**src/rtl/sync_pkg.sv**
```systemverilog
// Shared constants and state encoding for the sync-train sequencer.
package sync_pkg;

    localparam int CNT_W_DEF  = 32;
    localparam int NPER_W_DEF = 16;

    // Software-facing defaults. The datapath takes everything at runtime.
    localparam int FREQ_CLK = 2000000;
    localparam logic [CNT_W_DEF-1:0] DEFAULT_HALF_PERIOD = CNT_W_DEF'(FREQ_CLK);
    localparam logic [CNT_W_DEF-1:0] DEFAULT_DELAY       = '0;

    typedef enum logic [1:0] {
        IDLE  = 2'd0,
        DELAY = 2'd1,
        RUN   = 2'd2,
        DONE  = 2'd3
    } state_t;

endpackage

```
**src/rtl/sync_tick_gen.sv**
```systemverilog
// Loadable down-counter. tick is high while enabled and the count has
// reached zero; the owner reloads on that cycle to get a periodic tick.
module sync_tick_gen
    import sync_pkg::*;
#(
    parameter int CNT_W = CNT_W_DEF
) (
    input  logic             clk,
    input  logic             reset,
    input  logic             load,
    input  logic [CNT_W-1:0] load_value,
    input  logic             enable,
    output logic             tick
);

    logic [CNT_W-1:0] cnt_q;
    logic [CNT_W-1:0] cnt_d;

    // Load has priority; otherwise count down to zero and park there.
    always_comb begin
        cnt_d = cnt_q;
        if (load) begin
            cnt_d = load_value;
        end else if (enable && (cnt_q != '0)) begin
            cnt_d = cnt_q - CNT_W'(1);
        end
    end

    // Count register.
    always_ff @(posedge clk or negedge reset) begin
        if (!reset) begin
            cnt_q <= '0;
        end else begin
            cnt_q <= cnt_d;
        end
    end

    assign tick = enable && (cnt_q == '0);

endmodule

```
**src/rtl/sync_train_sequencer.sv**
```systemverilog
// Run controller for the syncout pin: latch config on start, wait D cycles,
// emit N square-wave periods of half-period H (or run until abort if N=0).
module sync_train_sequencer
    import sync_pkg::*;
#(
    parameter int CNT_W  = CNT_W_DEF,
    parameter int NPER_W = NPER_W_DEF
) (
    input  logic              clk,
    input  logic              reset,
    input  logic              start,
    input  logic              abort,
    input  logic [CNT_W-1:0]  cfg_half_period,
    input  logic [CNT_W-1:0]  cfg_delay,
    input  logic [NPER_W-1:0] cfg_num_periods,
    output logic              busy,
    output logic              done,
    output logic              syncout,
    output logic [NPER_W-1:0] period_count
);

    state_t              state_q, state_d;
    logic [CNT_W-1:0]    half_q, half_d;
    logic [NPER_W-1:0]   nper_q, nper_d;
    logic                syncout_q, syncout_d;
    logic                busy_q, busy_d;
    logic                done_q, done_d;
    logic [NPER_W-1:0]   period_count_q, period_count_d;

    logic                tick;
    logic                tick_load;
    logic                tick_en;
    logic [CNT_W-1:0]    tick_value;
    logic [CNT_W-1:0]    half_eff;

    // One counter serves both the start delay and the half-period timing.
    sync_tick_gen #(
        .CNT_W (CNT_W)
    ) u_tick (
        .clk        (clk),
        .reset      (reset),
        .load       (tick_load),
        .load_value (tick_value),
        .enable     (tick_en),
        .tick       (tick)
    );

    // Next-state, registered-output and counter-reload decisions.
    always_comb begin
        state_d        = state_q;
        half_d         = half_q;
        nper_d         = nper_q;
        syncout_d      = syncout_q;
        busy_d         = busy_q;
        done_d         = 1'b0;
        period_count_d = period_count_q;
        tick_load      = 1'b0;
        tick_value     = half_q - CNT_W'(1);
        tick_en        = (state_q == DELAY) || (state_q == RUN);
        half_eff       = (cfg_half_period == '0) ? CNT_W'(1) : cfg_half_period;

        if ((state_q != IDLE) && abort) begin
            // Abort beats everything, including a terminal count this cycle.
            state_d   = IDLE;
            syncout_d = 1'b0;
            busy_d    = 1'b0;
        end else begin
            case (state_q)
                IDLE: begin
                    if (start && !abort) begin
                        half_d         = half_eff;
                        nper_d         = cfg_num_periods;
                        period_count_d = '0;
                        busy_d         = 1'b1;
                        tick_load      = 1'b1;
                        if (cfg_delay != '0) begin
                            tick_value = cfg_delay - CNT_W'(1);
                            state_d    = DELAY;
                        end else begin
                            tick_value = half_eff - CNT_W'(1);
                            state_d    = RUN;
                        end
                    end
                end
                DELAY: begin
                    if (tick) begin
                        state_d   = RUN;
                        tick_load = 1'b1;
                    end
                end
                RUN: begin
                    if (tick) begin
                        if (!syncout_q) begin
                            syncout_d      = 1'b1;
                            period_count_d = period_count_q + NPER_W'(1);
                            tick_load      = 1'b1;
                        end else begin
                            syncout_d = 1'b0;
                            // Terminal check on the falling edge so the train ends low.
                            if ((nper_q != '0) && (period_count_q == nper_q)) begin
                                state_d = DONE;
                                done_d  = 1'b1;
                            end else begin
                                tick_load = 1'b1;
                            end
                        end
                    end
                end
                DONE: begin
                    state_d = IDLE;
                    busy_d  = 1'b0;
                end
                default: begin
                    state_d   = IDLE;
                    syncout_d = 1'b0;
                    busy_d    = 1'b0;
                end
            endcase
        end
    end

    // State, latched configuration and registered outputs.
    always_ff @(posedge clk or negedge reset) begin
        if (!reset) begin
            state_q        <= IDLE;
            half_q         <= '0;
            nper_q         <= '0;
            syncout_q      <= 1'b0;
            busy_q         <= 1'b0;
            done_q         <= 1'b0;
            period_count_q <= '0;
        end else begin
            state_q        <= state_d;
            half_q         <= half_d;
            nper_q         <= nper_d;
            syncout_q      <= syncout_d;
            busy_q         <= busy_d;
            done_q         <= done_d;
            period_count_q <= period_count_d;
        end
    end

    assign busy         = busy_q;
    assign done         = done_q;
    assign syncout      = syncout_q;
    assign period_count = period_count_q;

endmodule

```
**config.mk**
```make
export PLATFORM = sky130hd
export DESIGN_NAME = sync_train_sequencer
export DESIGN_NICKNAME = d
export VERILOG_FILES = /design/src/rtl/sync_pkg.sv /design/src/rtl/sync_tick_gen.sv /design/src/rtl/sync_train_sequencer.sv
export SDC_FILE = /design/constraint.sdc
export NUM_CORES = 1
export LEC_CHECK = 0
export ABC_AREA = 1
export CAP_MARGIN = 40
export CORE_MARGIN = 2
export CORE_UTILIZATION = 45
export DETAILED_ROUTE_END_ITERATION = 8
export HOLD_SLACK_MARGIN = 0.08
export PLACE_DENSITY = 0.7
export SETUP_SLACK_MARGIN = 0.1
export SLEW_MARGIN = 30
export SYNTH_ARGS = -nofsm -noshare
export SYNTH_HDL_FRONTEND = slang
export SYNTH_SLANG_ARGS = --single-unit
export TNS_END_PERCENT = 50
```
**constraint.sdc**
```tcl
create_clock -name clk -period 2.45 [get_ports clk]
set_clock_uncertainty 0.1 [all_clocks]
set_input_delay 0.735 -clock clk [delete_from_list [all_inputs] [get_ports clk]]
set_output_delay 0.735 -clock clk [all_outputs]
set_load 0.02 [all_outputs]
```
# After elaboration in Yosys (flattened, before gate mapping)
# Index checks and enable logic that the tools add are counted.
# totals
register_bits	101
latch_bits	0
mem_bits_rw	0
rom_bits	0
inputBits	84
output_inout_bits	19
wordCells	88
n_memories	0
# op_classes
n_addsub	5
mul	0
n_div	0
order_cmp	0
eq_ne	12
n_shift	0
n_mux	38
bitwise_logic	1
n_reduce_logical	24
# ops
op	n
$mux W32	7
$sub A32 B1 Y32 const B	4
$logic_not A32 Y1	2
$reduce_bool A32 Y1	2
$mux W16	3
$pmux W16 S2	1
$mux W1	17
$add A16 B1 Y16 const B	1
$eq A16 B16 Y1	1
$reduce_bool A16 Y1	1
$mux W2	7
$reduce_and A5 Y1	2
$reduce_bool A2 Y1	5
$ne A3 B2 Y1 const B	3
$pmux W2 S4	1
$ne A2 B2 Y1 const B	3
$logic_and A1 B1 Y1	5
$eq A2 B2 Y1 const B	2
$reduce_and A2 Y1	2
$ne A3 B1 Y1 const B	1
$ne A3 B3 Y1 const B	1
$pmux W1 S3	1
$reduce_and A3 Y1	1
$reduce_bool A3 Y1	1
other kinds (6)	6

# Depth between registers and ports, before layout
# Gate-level depths: netlist (run 1).
# depth
word_depth	8
ltp_mapped	22
ltp_nobuf	21

# Cells and area by module
# Synthesis (run 1) repeated with hierarchy kept, for this count alone.
# hier_totals
hier_cells	1369
hier_area_um2	8628.3
# by_module_without_submodules
mod	n_inst	cells_per_inst	area_each_um2	seq_area_each_um2
sync_train_sequencer	1	983	6167.2	1726.7
sync_tick_gen	1	386	2461.1	800.8

# Worst setup path before layout (run 1)
# No wires, ideal clock.
# synth_path
path_kind	input to register
startpoint	in cfg_delay[23]
endpoint	reg u_tick.cnt_q[26]
setup_ns	0.117
t_arrival_ns	2.680
required_time_ns	2.233
path_slack_ns	-0.447
cell_stages	20
path_buffers	1
cell_sequence	nor2_1 nand2_1 nor2_1 nand2_1 nor2_4 buf_6 nand3_4 nand2_4 ha_1 inv_1 nor2_1 nand2_1 nor2_1 nand3b_2 nor2_2 nand2_1 nand2_1 nand3_1 nand3_1 nand2_1
# synth_via
elab_chain_cells	6
word_cells_on_any_way	7
classes_between	add/sub (1); mux (5); reduce/logical (1)
# synth_lines
element	line_no	rtl
start, declared	sync_train_sequencer.sv:14	input logic [CNT_W-1:0] cfg_delay,
$sub A32 B1 Y32 / $reduce_bool A32 Y1 (equally long branches)	sync_train_sequencer.sv:77, sync_train_sequencer.sv:76	
$mux W32 (*)	sync_train_sequencer.sv:76	if (cfg_delay != '0) begin
$mux W32 (*)	sync_train_sequencer.sv:70	if (start && !abort) begin
$mux W32 (*)	sync_train_sequencer.sv:68	case (state_q)
$mux W32 (*)	sync_train_sequencer.sv:62	if ((state_q != IDLE) && abort) begin
$mux W32 (*)	sync_tick_gen.sv:22	if (load) begin
end signal, assigned	sync_tick_gen.sv:34	cnt_q <= cnt_d;
end, declared	sync_tick_gen.sv:16	logic [CNT_W-1:0] cnt_q;
# Mark *: on every way between the ends. The rest lies on a longest branch, timed or not.
# A chain may end at the register's enable or synchronous reset.

# Worst setup path in the final report (run 1)
# layout_path
startpoint	in cfg_delay[10]
endpoint	reg u_tick.cnt_q[8]
# layout_via
elab_chain_cells	6
# layout_lines
element	line_no
$reduce_bool A32 Y1	sync_train_sequencer.sv:76
$mux W32	sync_train_sequencer.sv:76
$mux W32	sync_train_sequencer.sv:70
$mux W32	sync_train_sequencer.sv:68
$mux W32	sync_train_sequencer.sv:62
$mux W32	sync_tick_gen.sv:22
# No other way between the ends.

==> impl_metrics.env, run 1 <==
export IMPL_status="complete, but fails checks"
export IMPL_violations="negative setup slack"
export IMPL_max_slew_margin_rel_pct=51.1
export IMPL_hp_class="input port to async pin"
export IMPL_dp_cells=1727
export IMPL_rows=48
export IMPL_layout_min_cycle_time_ps=2750
export IMPL_layout_setup_ws_ps=-304
export IMPL_vias_per_cell=5.52
export IMPL_antenna_found_initial=0
export IMPL_ant_nets=0
export IMPL_drc=0
export IMPL_power_density_mw_per_mm2=815
export IMPL_fillers=1291
export IMPL_synth_area_leaders="dfrtp_1 (32%), nand2_1 (14%), nor2_1 (8.9%)"
export IMPL_period_share_pct=112
export IMPL_critPathLaunchType="input port"
export IMPL_yosys_area_top_type_share_pct=31.9
export IMPL_clk_pin_slew_worst_paths_ps=80
export IMPL_syn_nets=1296
export IMPL_timing_fmax_mhz=363
export IMPL_io_buffers=102
export IMPL_initial_core_util_pct=45.9
export IMPL_final_common_cell="buf_4"
export IMPL_drive_gt1_share_pct=38.8
export IMPL_area_delta_synth_final_pct=61.3
export IMPL_worstMarginPinSlew_ps=734
export IMPL_first_pass_iters=5
export IMPL_hold_ws_ps=118
export IMPL_worst_endpoint_required_ps=2580
export IMPL_crit_path_end_kind="flop"
export IMPL_grt_max_degree=62
export IMPL_cts_tree="yes"
export IMPL_insertion_delay_ps=370
export IMPL_first_iter_violations=696
export IMPL_overflow=0
export IMPL_instances_no_fill=1784
export IMPL_cp_top_family="simple AND/OR/NAND/NOR gates"
export IMPL_die_h_um=137
export IMPL_maxSlewViolCount=0
export IMPL_cts_buffer_depth=2
export IMPL_yosysTopAreaCell="dfrtp_1"
export IMPL_path_cells="buf_6 -> nor2_4 -> nand2_2 -> nor2_4 -> nand2_2 -> nor2_4 -> buf_6 -> buf_12 -> nand2_2 -> nand2_2 -> nor2_4 -> buf_4 -> nand2_4 -> buf_4 -> inv_2 -> a21oi_2 -> o21ai_2 -> o211ai_1 -> a22oi_1"
export IMPL_crit_buf_inv=6
export IMPL_synth_area_mm2=0.00791
export IMPL_grt_pass1_wl_mm=45.1
export IMPL_synth_seq_cells=101
export IMPL_hpwl_mm=22.4
export IMPL_cts_root_buf="clkbuf_16"
export IMPL_cts_buffers=9
export IMPL_postSynthCellCount=1203
export IMPL_p_leak_nw=6.07
export IMPL_yosysWarnings=0
export IMPL_cp_max_fo=6
export IMPL_fp_dieArea_mm2=0.0187
export IMPL_ir_worst_vdd_uv=569
export IMPL_arrival_ps=2880
export IMPL_setup_viol=30
export IMPL_grt_use_total_pct=31.4
export IMPL_synth_seq_area_share_pct=31.9
export IMPL_routed_wl_mm=31.9
export IMPL_layout_common_cells="buf_4 (231), nand2_1 (215), inv_1 (131)"
export IMPL_synth_cell_type_count=53
export IMPL_path_class="input port to flop"
export IMPL_diodes=0
export IMPL_wl_per_cell_um=17.9
export IMPL_synth_area_per_cell_um2=6.58
export IMPL_cts_sinks=101
export IMPL_pin_count=103
export IMPL_rsz0062_at_grt="yes"
export IMPL_core_area_mm2=0.0172
export IMPL_max_stage_delay_ps=250
export IMPL_die_x_um=137
export IMPL_finalNetCount=1647
export IMPL_first_global_vias=9200
export IMPL_vias=9851
export IMPL_crit_path_top_delay_cell="nor2_4"
export IMPL_routabilityCongestion=0.975
export IMPL_final_hold_viol_count=0
export IMPL_maxCapViolCount=0
export IMPL_cts_htree_levels=3
==> metal layers <==
| metal | up-vias | track usage (%) | wire length, um |
|---|---|---|---|
| li1 | 4613 | - | - |
| met1 | 4612 | 35.7 | 11600 |
| met2 | 475 | 56.7 | 16100 |
| met3 | 151 | 3.78 | 2010 |
| met4 | 0 | 17.6 | 2190 |
| met5 | - | 0 | 0 |
==> worst register-to-register path, stage by stage, from the launching register on <==
cell and delay [ps]:
dfrtp_1 410, inv_2 70, ha_2 170, nand2_1 70, nor2_2 150, nand2_2 100, nor2_4 150, nand4_1 150
nor2_2 150, nand2_1 100, nor2_2 180, nand3_4 120, nor3_1 200, nor3_2 80, buf_4 140, nand2_2 90
a21oi_2 50
==> worst paths after layout <==
check	from	end	slack [ps]	cells past startpoint
setup / recovery	cfg_delay[10]	u_tick.cnt_q[8]	-300	19
hold / removal	reset	period_count[12]	120	1
setup reg to reg	half_q[0]	u_tick.cnt_q[18]	-170	16
hold reg to reg	half_q[31]	half_q[31]	400	2
max in group asynchronous	reset	half_q[19]	1490	2
min in group clk	half_q[31]	half_q[31]	400	2
==> sequential cells by signal (all words and copies together) (netlist names) <==
signal and count:
period_count 16, nper_q 16, state_q 2, half_q 32
syncout 1, done 1, busy 1, u_tick.cnt_q 32
==> per-stage QoR <==
stage	total power [mW]	area [um2]	setup slack, ps	TNS, ps	util [%]
2_1_floorplan	5.90	7990	-311	-2450	-
3_3_place_gp	7.98	10900	-1070	-31400	63.3
3_5_place_dp	8.09	10900	-1110	-32000	63.3
4_1_cts	9.72	11600	-170	-2280	67.0
5_1_grt	11.1	12800	-383	-7760	74.1
6_report	10.4	12800	-304	-5060	74.1
==> cells in the mapped netlist, drive strengths merged <==
library cell  count
nand2           304
nor2            211
inv             154
dfrtp           101
o21ai            89
nand3            71
a21oi            60
xor2             38
nand4            32
nor3             25
buf              14
clkbuf           14
o22ai            13
ha                9
o211ai            9
xnor2             9
nor4              8
or2               7
o31ai             6
nand3b            5
a31oi             4
o21bai            4
a22oi             3
o221ai            3
clkinv            2
a211oi            1
a21boi            1
a21o              1
and2              1
mux2i             1
o2111ai           1
o21a              1
o311ai            1
==> cell families (layout without fill, tap and decap cells) <==
group,count (synthesis),after routing,share of synthesized area [%]
simple gates,664,664,37.7
compound gates,197,197,14.3
buf+inv,184,540,9.36
flops,101,101,31.9
xor+xnor,47,47,5.20
fa+ha+maj,9,9,1.42
mux,1,1,0.127
==> final cells by class <==
cell class | count | area [um2] | share of cell area (%)
Clock buffer | 11 | 243 | 1.90
Clock inverter | 5 | 66.3 | 0.519
Inverter | 156 | 604 | 4.73
Multi-Input combinational cell | 918 | 5730 | 44.9
Sequential cell | 101 | 2530 | 19.8
Tap cell | 225 | 282 | 2.21
Timing Repair Buffer | 368 | 3310 | 26.0
==> report_power, final <==
part	switching [mW]	leakage, nW	total, mW	internal (mW)
clock network	0.714	0.149	1.55	0.837
registers	0.748	1.23	3.15	2.41
logic	3.34	4.69	5.70	2.36
total	4.80	6.07	10.4	5.61
==> what timing repair did <==
| action | 4_1_cts | 5_1_grt |
|---|---|---|
| pin swaps | 50 | 120 |
| setup endpoints to repair | 42 | 53 |
| hold buffers | 0 | 0 |
| buffers inserted | 13 | 25 |
| cloned | 1 | 3 |
| gates resized for setup | 236 | 317 |
No activity file was read; power rests on OpenSTA's default activity.
==> run 2: changes to the inputs <==
CELL_PAD_IN_SITES_DETAIL_PLACEMENT = 1   (was not set)
CELL_PAD_IN_SITES_GLOBAL_PLACEMENT = 2   (was not set)
CORE_UTILIZATION = 28   (was 45)
PLACE_DENSITY = not set   (was 0.7)
PLACE_DENSITY_LB_ADDON = 0.1   (was not set)
==> impl_metrics.env, run 2 (same netlist as run 1, synthesis figures left out) <==
export IMPL_fp_dieArea_mm2=0.0296
export IMPL_p_switching_mw=4.79
export IMPL_timing_fmax_mhz=372
export IMPL_diodes=0
export IMPL_first_iter_violations=334
export IMPL_drive_gt1_share_pct=32.7
export IMPL_r2r_setup_slack_ps=-210
export IMPL_maxCapViolCount=0
export IMPL_cts_htree_levels=3
export IMPL_ant_nets=0
export IMPL_power_density_mw_per_mm2=842
export IMPL_vias_per_cell=4.70
export IMPL_hpwl_mm=26.3
export IMPL_final_hold_viol_count=0
export IMPL_layout_setup_ws_ps=-235
export IMPL_fillers=3568
export IMPL_status="complete, but fails checks"
export IMPL_first_pass_iters=4
export IMPL_cts_tree="yes"
export IMPL_clk_pin_slew_worst_paths_ps=100
export IMPL_violations="negative setup slack"
export IMPL_rsz0062_at_grt="yes"
export IMPL_p_comb_share_pct=54.6
export IMPL_seqPwrFrac_pct=30.1
export IMPL_layout_min_cycle_time_ps=2680
export IMPL_r2r_start="half_q[0]"
export IMPL_die_h_um=172
export IMPL_worst_endpoint_required_ps=2590
export IMPL_r2r_end="u_tick.cnt_q[22]"
export IMPL_grt_max_degree=38
export IMPL_initial_core_util_pct=28.5
export IMPL_clockPowerShare_pct=15.3
export IMPL_ir_worst_vdd_uv=515
export IMPL_antenna_found_initial=0
export IMPL_tns_ps=-3610
export IMPL_layout_common_cells="buf_4 (255), nand2_1 (250), nor2_1 (162)"
export IMPL_cts_sinks=101
export IMPL_hp_class="input port to async pin"
export IMPL_maxSlewViolCount=0
export IMPL_grt_use_total_pct=22.1
export IMPL_cp_max_fo=4
export IMPL_cts_hold_buf=0
export IMPL_routed_wl_mm=32.4
export IMPL_core_area_mm2=0.0278
export IMPL_period_share_pct=110
export IMPL_worstMarginPinSlew_ps=460
export IMPL_final_common_cell="buf_4"
export IMPL_overflow=0
export IMPL_path_class="input port to flop"
export IMPL_crit_path_end_kind="flop"
export IMPL_multiInputGateArea_mm2=0.00525
export IMPL_max_slew_margin_rel_pct=69.1
export IMPL_cts_buffers=9
export IMPL_rr_worst_depth=17
export IMPL_grt_pass1_wl_mm=50.6
export IMPL_netSwitchingFraction_pct=46.4
export IMPL_largestRegisters="half_q x32, u_tick.cnt_q x32"
export IMPL_first_global_vias=9327
export IMPL_dp_cells=1908
export IMPL_insertion_delay_ps=380
export IMPL_p_leak_nw=5.95
export IMPL_cts_root_buf="clkbuf_16"
export IMPL_instances_no_fill=1945
export IMPL_setup_viol=26
export IMPL_routabilityCongestion=0.870
export IMPL_utilization_pct=44.2
export IMPL_area_delta_synth_final_pct=55.1
export IMPL_arrival_ps=2830
export IMPL_cts_buffer_depth=2
export IMPL_vias=9148
export IMPL_p_int_mw=5.54
export IMPL_wl_per_cell_um=16.6
export IMPL_io_buffers=102
export IMPL_finalNetCount=1655
export IMPL_critPathLaunchType="input port"
export IMPL_drc=0
export IMPL_die_x_um=172
export IMPL_seq_area_mm2=0.00253
export IMPL_rows=61
export IMPL_pin_count=103
==> run 2: cell count changes in the layout (fill, tap and decap cells not counted), sizes merged, moves of 3 or more <==
cell | previous run | this run
clkdlybuf4s15 | 3 | 0
buf | 296 | 283
clkbuf | 22 | 33
dlygate4sd2 | 9 | 24
dlymetal6s2s | 17 | 14
clkinv | 2 | 5
==> run 2: per-layer routing <==
| layer | track usage (%) | vias to the layer above | part of all wire, % |
|---|---|---|---|
| met5 | 0 | - | 0 |
| met4 | 4.38 | 0 | 1.2 |
| met3 | 1.74 | 21 | 2.3 |
| met2 | 39.2 | 119 | 49 |
| met1 | 29.6 | 4393 | 47 |
| li1 | - | 4615 | - |
==> run 2: worst max-delay path: stages <==
cell,delay (ps)
buf_8,100
nor2_4,100
nand2_2,70
nor2_4,130
buf_6,110
nand2_4,50
nor2_4,200
buf_6,140
or2_4,110
nand2_4,60
buf_4,140
buf_6,110
nand2_4,70
nor2_4,60
buf_4,140
buf_6,100
xor2_1,130
o21ai_1,170
a22oi_1,100
==> run 2: worst max-delay path by stage <==
stage               depth (start not counted)               end     startpoint
CTS                                        21  u_tick.cnt_q[18]  cfg_delay[24]
detailed placement                         22  u_tick.cnt_q[20]  cfg_delay[30]
global route                               15  u_tick.cnt_q[18]      half_q[0]
finish                                     19   u_tick.cnt_q[7]  cfg_delay[31]
global placement                           22  u_tick.cnt_q[20]  cfg_delay[31]
floorplan                                  20  u_tick.cnt_q[26]   cfg_delay[1]
==> run 2: area by class of cell <==
| class | instances | area share [%] |
|---|---|---|
| clock buffer | 9 | 1.84 |
| clock inverter | 7 | 0.724 |
| inverter | 156 | 4.87 |
| multi-input combinational | 918 | 42.8 |
| sequential | 101 | 20.6 |
| tap | 378 | 3.85 |
| timing repair buffer | 376 | 25.3 |
==> run 2: power groups by stage <==
| stage | logic [mW] | registers (mW) | clock network [mW] |
|---|---|---|---|
| final | 5.64 | 3.11 | 1.58 |
| after global routing | 6.27 | 3.21 | 1.69 |
| after CTS | 5.47 | 3.10 | 1.63 |
| after detailed placement | 5.37 | 3.13 | 0 |
| after global placement | 5.27 | 3.10 | 0 |
| after floorplan | 2.85 | 3.05 | 0 |
==> run 2: what timing repair did <==
action                                 in CTS  in global routing
pin swaps                                  63                 68
buffers inserted                           12                  9
endpoints found under the hold margin       0                  0
setup endpoints to repair                  49                 48
gates resized for setup                   201                120
==> run 2: metrics by stage <==
stage	cell area [um2]	setup WS [ps]	power [mW]	hold WS, ps
4_1_cts	12000	-293	10.2	121
3_3_place_gp	11300	-1180	8.37	375
5_1_grt	12300	-365	11.2	119
2_1_floorplan	7990	-311	5.90	339
3_5_place_dp	11300	-1230	8.50	384
6_report	12300	-235	10.3	109
==> run 3: changes to the inputs <==
SLEW_MARGIN = not set   (was 30)
==> results of run 3 <==
No change in the layout: final DEF, timing and power equal those of run 2.
